### config.mk
export PLATFORM = sky130hd
export DESIGN_NAME = edabk_uart_tx_engine
export DESIGN_NICKNAME = d
export VERILOG_FILES = /design/src/rtl/edabk_uart_pkg.sv /design/src/rtl/edabk_uart_bit_timer.sv /design/src/rtl/edabk_uart_tx_engine.sv
export SDC_FILE = /design/constraint.sdc
export NUM_CORES = 1
export LEC_CHECK = 0
export BUFFER_PORTS_ARGS = -buffer_cell sky130_fd_sc_hd__buf_2
export CORE_MARGIN = 2
export CORE_UTILIZATION = 34
export DETAILED_ROUTE_END_ITERATION = 10
export PLACE_DENSITY_LB_ADDON = 0.25
export SYNTH_ARGS = -nofsm -noshare
export SYNTH_HDL_FRONTEND = slang
export SYNTH_HIERARCHICAL = 1
export SYNTH_SLANG_ARGS = --single-unit
### constraint.sdc
create_clock -name bclk -period 2.1 [get_ports bclk]
set_clock_uncertainty 0.2 [all_clocks]
set_input_delay 0.315 -clock bclk [delete_from_list [all_inputs] [get_ports bclk]]
set_output_delay 0.315 -clock bclk [all_outputs]
set_load 0.005 [all_outputs]
### src/rtl/edabk_uart_pkg.sv
// Shared types and frame constants for the EDABK UART transmitter.
// Supplies default CFG_CLK_DIV / CFG_DATA_WIDTH when the build does not define them.
`ifndef CFG_CLK_DIV
`define CFG_CLK_DIV 16
`endif
`ifndef CFG_DATA_WIDTH
`define CFG_DATA_WIDTH 8
`endif

package edabk_uart_pkg;

  typedef enum logic [2:0] {
    StIdle,
    StStart,
    StData,
    StParity,
    StStop
  } tx_state_e;

  typedef enum logic [1:0] {
    PAR_NONE = 2'b00,
    PAR_EVEN = 2'b01,
    PAR_ODD  = 2'b10
  } par_mode_e;

  localparam int unsigned START_BITS    = 1;
  localparam int unsigned PARITY_BITS   = 1;
  localparam int unsigned MAX_STOP_BITS = 2;

  // The reserved code 2'b11 behaves as "no parity".
  function automatic par_mode_e decode_parity(input logic [1:0] cfg);
    case (cfg)
      2'b01:   return PAR_EVEN;
      2'b10:   return PAR_ODD;
      default: return PAR_NONE;
    endcase
  endfunction

  function automatic int unsigned frame_bits(input int unsigned nbits, input logic par_en,
                                             input logic stop2);
    return START_BITS + nbits + (par_en ? PARITY_BITS : 0) + (stop2 ? MAX_STOP_BITS : 1);
  endfunction

endpackage

### src/rtl/edabk_uart_bit_timer.sv
// Bit-period timer: counts 0..CLK_DIV-1 and flags the last cycle of each serial bit.
`ifndef CFG_CLK_DIV
`define CFG_CLK_DIV 16
`endif

module edabk_uart_bit_timer
  import edabk_uart_pkg::*;
#(
  parameter int unsigned CLK_DIV = `CFG_CLK_DIV
) (
  input  logic bclk,
  input  logic reset_n,
  input  logic restart,
  output logic tick
);

  localparam int unsigned CW = $clog2(CLK_DIV);
  localparam logic [CW-1:0] LAST = CW'(CLK_DIV - 1);

  logic [CW-1:0] r_count;

  always_ff @(posedge bclk or negedge reset_n) begin
    if (!reset_n) begin
      r_count <= '0;
    end else if (restart || (r_count == LAST)) begin
      r_count <= '0;
    end else begin
      r_count <= r_count + CW'(1);
    end
  end

  assign tick = (r_count == LAST);

endmodule

### src/rtl/edabk_uart_tx_engine.sv
// UART frame transmitter: start, 5..DATA_WIDTH data bits LSB first, optional parity, 1/2 stop.
// Optional line-break input is built when EDABK_UART_TX_BREAK_EN is defined.
`ifndef CFG_CLK_DIV
`define CFG_CLK_DIV 16
`endif
`ifndef CFG_DATA_WIDTH
`define CFG_DATA_WIDTH 8
`endif

module edabk_uart_tx_engine
  import edabk_uart_pkg::*;
#(
  parameter int unsigned CLK_DIV    = `CFG_CLK_DIV,
  parameter int unsigned DATA_WIDTH = `CFG_DATA_WIDTH,
  parameter int unsigned NB_WIDTH   = $clog2(DATA_WIDTH + 1)
) (
  input  logic                  bclk,
  input  logic                  reset_n,
`ifdef EDABK_UART_TX_BREAK_EN
  input  logic                  tx_break,
`endif
  input  logic                  tx_valid,
  output logic                  tx_ready,
  input  logic [DATA_WIDTH-1:0] tx_data,
  input  logic [NB_WIDTH-1:0]   cfg_nbits,
  input  logic [1:0]            cfg_parity,
  input  logic                  cfg_stop2,
  output logic                  tx_out,
  output logic                  busy,
  output logic                  finish
);

  localparam logic [NB_WIDTH-1:0] NB_MAX = NB_WIDTH'(DATA_WIDTH);

  tx_state_e             r_state;
  logic [DATA_WIDTH-1:0] r_shift;
  logic [NB_WIDTH-1:0]   r_nbits;
  logic [NB_WIDTH-1:0]   r_bit_cnt;
  par_mode_e             r_par_mode;
  logic                  r_stop2;
  logic                  r_stop_cnt;
  logic                  r_parity;
  logic                  r_tx_out;

  logic                  w_tick;
  logic                  w_accept;
  logic                  w_idle_line;
  logic                  w_last_data;
  logic [NB_WIDTH-1:0]   w_nbits_clamped;

  // Timer is held at zero while idle so the start bit gets a full period.
  edabk_uart_bit_timer #(
    .CLK_DIV (CLK_DIV)
  ) u_bit_timer (
    .bclk    (bclk),
    .reset_n (reset_n),
    .restart (r_state == StIdle),
    .tick    (w_tick)
  );

`ifdef EDABK_UART_TX_BREAK_EN
  logic r_break;

  always_ff @(posedge bclk or negedge reset_n) begin
    if (!reset_n) begin
      r_break <= 1'b0;
    end else if ((r_state == StIdle) && !w_accept) begin
      r_break <= tx_break;
    end
  end

  assign tx_ready    = (r_state == StIdle) && !r_break;
  assign w_idle_line = ~tx_break;
`else
  assign tx_ready    = (r_state == StIdle);
  assign w_idle_line = 1'b1;
`endif

  assign w_accept        = tx_valid && tx_ready;
  assign w_nbits_clamped = ((cfg_nbits == '0) || (cfg_nbits > NB_MAX)) ? NB_MAX : cfg_nbits;
  assign w_last_data     = (r_bit_cnt == (r_nbits - NB_WIDTH'(1)));

  always_ff @(posedge bclk or negedge reset_n) begin
    if (!reset_n) begin
      r_state    <= StIdle;
      r_shift    <= '0;
      r_nbits    <= '0;
      r_bit_cnt  <= '0;
      r_par_mode <= PAR_NONE;
      r_stop2    <= 1'b0;
      r_stop_cnt <= 1'b0;
      r_parity   <= 1'b0;
      r_tx_out   <= 1'b1;
    end else begin
      unique case (r_state)
        StIdle: begin
          r_tx_out <= w_idle_line;
          if (w_accept) begin
            r_shift    <= tx_data;
            r_nbits    <= w_nbits_clamped;
            r_par_mode <= decode_parity(cfg_parity);
            r_stop2    <= cfg_stop2;
            r_bit_cnt  <= '0;
            r_stop_cnt <= 1'b0;
            r_parity   <= 1'b0;
            r_tx_out   <= 1'b0;
            r_state    <= StStart;
          end
        end
        StStart: begin
          if (w_tick) begin
            r_tx_out  <= r_shift[0];
            r_parity  <= r_shift[0];
            r_shift   <= r_shift >> 1;
            r_bit_cnt <= '0;
            r_state   <= StData;
          end
        end
        StData: begin
          if (w_tick) begin
            if (w_last_data) begin
              if (r_par_mode != PAR_NONE) begin
                r_tx_out <= (r_par_mode == PAR_ODD) ? ~r_parity : r_parity;
                r_state  <= StParity;
              end else begin
                r_tx_out   <= 1'b1;
                r_stop_cnt <= 1'b0;
                r_state    <= StStop;
              end
            end else begin
              r_tx_out  <= r_shift[0];
              r_parity  <= r_parity ^ r_shift[0];
              r_shift   <= r_shift >> 1;
              r_bit_cnt <= r_bit_cnt + NB_WIDTH'(1);
            end
          end
        end
        StParity: begin
          if (w_tick) begin
            r_tx_out   <= 1'b1;
            r_stop_cnt <= 1'b0;
            r_state    <= StStop;
          end
        end
        StStop: begin
          if (w_tick) begin
            r_tx_out <= 1'b1;
            if (r_stop2 && !r_stop_cnt) begin
              r_stop_cnt <= 1'b1;
            end else begin
              r_state <= StIdle;
            end
          end
        end
        default: begin
          r_tx_out <= 1'b1;
          r_state  <= StIdle;
        end
      endcase
    end
  end

  assign tx_out = r_tx_out;
  assign busy   = (r_state != StIdle);
  assign finish = (r_state == StStop) && w_tick && (!r_stop2 || r_stop_cnt);

endmodule

==> results.md <==
* Run status: finished clean
* IO Count at 22
* Crit path kind: reg2reg
* # diodes at 0
* Die W at 73.5 um
* Dpl hpwl at 2590 um
* RSZ-0062 raised after global routing: true
* Clock slew at reported path FFs at 0.07 ns
* Total track usage at 15.2%
* Initial antenna violation count at 0
* Global-route wire length before repair at 6110 um
* Worst Setup End Kind: flip-flop
* Setup slack at placement at 0.0276 ns
* Yosys warnings at 6
* Seq/Total Area, Yosys at 44.2%
* Async set or reset register ratio after synthesis at 100%
* Vias at 1392
* Routability Congestion at 0.792
* H-tree depth at 2
* WL per Instance at 13.6 um
* VDD IR max at 0.000483 V
* Synth Instances at 172
* Post-route setup TNS at 0 ns
* Power per cell area at 1450 nW/um2
* Number of global-route vias before repair at 1340
* Hold WC Path Type: in2reg
* Post-synth EDFFs at 0
* Die area at 5400 um2
* Seq cells post-synth at 29
* Vias per Instance at 5.19
* Layout Nets at 234
* Die height at 73.5 um
* # port buffers at 21
* Post-route setup slack at 0.0813 ns
* Remaining global-route overflow at 0
* Synthesized Nets at 193
* Synth-to-Final Area Change at 26.9%
* Root buf cell: clkbuf_8
* Worst-Skew Late Latency at 0.29 ns
* Synthesized area per cell at 9.55 um2
* Crit Path Max Fanout at 3
* Worst setup SP type: flip-flop
* CTS tree: done
* LEAKAGE at 0.936 nW
* Minimum clock period at 2.02 ns
* Maximum number of pins on one net before global-route repair at 30
* Finish-stage setup viols at 0
* CP Data Arrival Time at 1.99 ns
* CTS Sinks at 29
* Final hold vios at 0
* Final ANT Viol Nets at 0
* Netlist cell types at 47
* Fin Hold WS at 0.0585 ns
* Number of cell rows at 25
* Post-route DRC at 0
* Relative slew slack at 55.5%
* Share of layout cells above drive strength 1 at 29.9%
* Drt total wl at 3660 um
* Core area at 4690 um2
* Worst Tran Pin Value at 0.667 ns
* Initial Util at 35.0%
* WP data required at 2.07 ns
* Max Clock Freq at 495 MHz
* Max-slew violation count at 0
* Starting DRC count in detailed routing at 63
* Synth Cell Area at 1640 um2
* Final period util at 96.1%
* Top FF cell, synth: dfrtp_1
* Clock Path Buffers at 2
* MaxCap Viol Count at 0
* DRT Pass-1 Iters at 4
* Final core occ at 44.4%
* TritonCTS Buffers at 5
-- metal layers --
layer  track usage [%]  share of wire, %  up-vias
li1                  -                 -      714
met3              4.66               4.2        7
met1              19.6                48      641
met4              7.07               2.0        0
met2              23.1                46       30
met5                 0                 0        -
-- critical path, stage by stage, from the launching register on --
cell      delay (ns)
dfrtp_1         0.35
inv_1           0.05
ha_1            0.19
xor2_1          0.15
xnor2_1         0.24
nand3_1         0.18
buf_4           0.19
a221oi_2        0.26
o22ai_1         0.10
-- cell usage in the layout (no fill, tap or decap), types with 2 or more instances in the layout --
cell       count
ha_1           2
nand2b_1       8
nor2b_1        3
buf_6          4
buf_4         15
or2_2          2
dfrtp_1       28
a31oi_1        2
o21ai_0       11
nor2_1        10
a32o_1         2
mux2i_1        2
nand2_1       14
buf_2         21
clkbuf_8       7
nand3_1        3
o31ai_1        2
xor2_1         2
and3_1         7
o21ai_2        2
xnor2_1        6
nand3b_1       3
nor3_1         6
inv_1          4
a21oi_1       11
o2bb2ai_1      8
-- power by group --
part	leakage [nW]	total (mW)	internal [mW]	switching (mW)
clock	0.0542	0.516	0.296	0.220
combinational	0.518	1.58	0.766	0.811
sequential	0.363	0.940	0.765	0.176
total	0.936	3.03	1.83	1.21
-- final cells by class --
cell class,instances,area (um2)
Inverter,5,18.8
Clock buffer,7,96.3
Timing Repair Buffer,41,273
Tap cell,54,67.6
Multi-Input combinational cell,131,897
Sequential cell,29,727
Clock inverter,1,5.00
Fill cell,474,2610
-- registers in the layout, summed over array words and instances (netlist names) --
name	flops
r_nbits	4
r_par_mode	2
r_stop_cnt	1
r_state	3
r_shift	8
r_parity	1
r_bit_cnt	4
r_stop2	1
tx_out	1
u_bit_timer/r_count	4
-- cells by family (layout without fill, tap and decap cells) --
family | count (synthesis) | count (layout) | share of synthesized area (%)
compound gates | 53 | 54 | 23.2
xor+xnor | 8 | 8 | 4.27
fa+ha+maj | 3 | 3 | 2.29
buf+inv | 13 | 54 | 3.20
flops | 29 | 29 | 44.2
mux | 3 | 3 | 1.90
simple gates | 63 | 63 | 20.9
-- synth_stat cells, types with 3 or more instances --
master	n	area, um2
inv_1	5	18.8
ha_1	3	37.5
nand3_1	4	20.0
nand2_1	14	52.6
nor3_1	6	30.0
a21oi_1	12	60.1
nor2_1	10	37.5
nor2b_1	3	18.8
o2bb2ai_1	8	70.1
buf_2	3	15.0
nand3b_1	3	22.5
dfrtp_1	28	701
o21ai_0	11	55.1
and3_1	7	43.8
nand2b_1	8	50.1
clkbuf_1	5	18.8
xnor2_1	6	52.6
-- per-stage QoR --
| step | power (mW) | area (um2) | cells |
|---|---|---|---|
| 2_1_floorplan | 1.92 | 1640 | 172 |
| 3_3_place_gp | 2.37 | 1890 | 253 |
| 3_5_place_dp | 2.38 | 1890 | 253 |
| 4_1_cts | 2.94 | 2020 | 264 |
| 5_1_grt | 3.30 | 2080 | 268 |
| 6_report | 3.03 | 2080 | 268 |
-- repair_timing --
item / 4_1_cts / 5_1_grt
pin swaps: 0 / 1
hold buffers: 1 / 0
resized for setup: 1 / 9
setup endpoints to repair: 1 / 13
gates cloned: 0 / 1
setup buffers: 2 / 3
endpoints found under the hold margin: 28 / 0
-- worst paths after layout --
check | from | endpoint | slack, ns | cells after the start
worst max-delay path | r_nbits[0] | r_stop_cnt | 0.08 | 8
worst min-delay path | cfg_stop2 | r_stop2 | 0.06 | 2
worst max register to register | r_nbits[0] | r_stop_cnt | 0.08 | 8
worst min register to register | r_shift[4] | r_shift[4] | 0.28 | 1
max in group asynchronous | reset_n | r_nbits[3] | 0.87 | 2
min in group asynchronous | reset_n | r_shift[3] | 0.40 | 2
No activity file was read; power rests on OpenSTA's default activity.
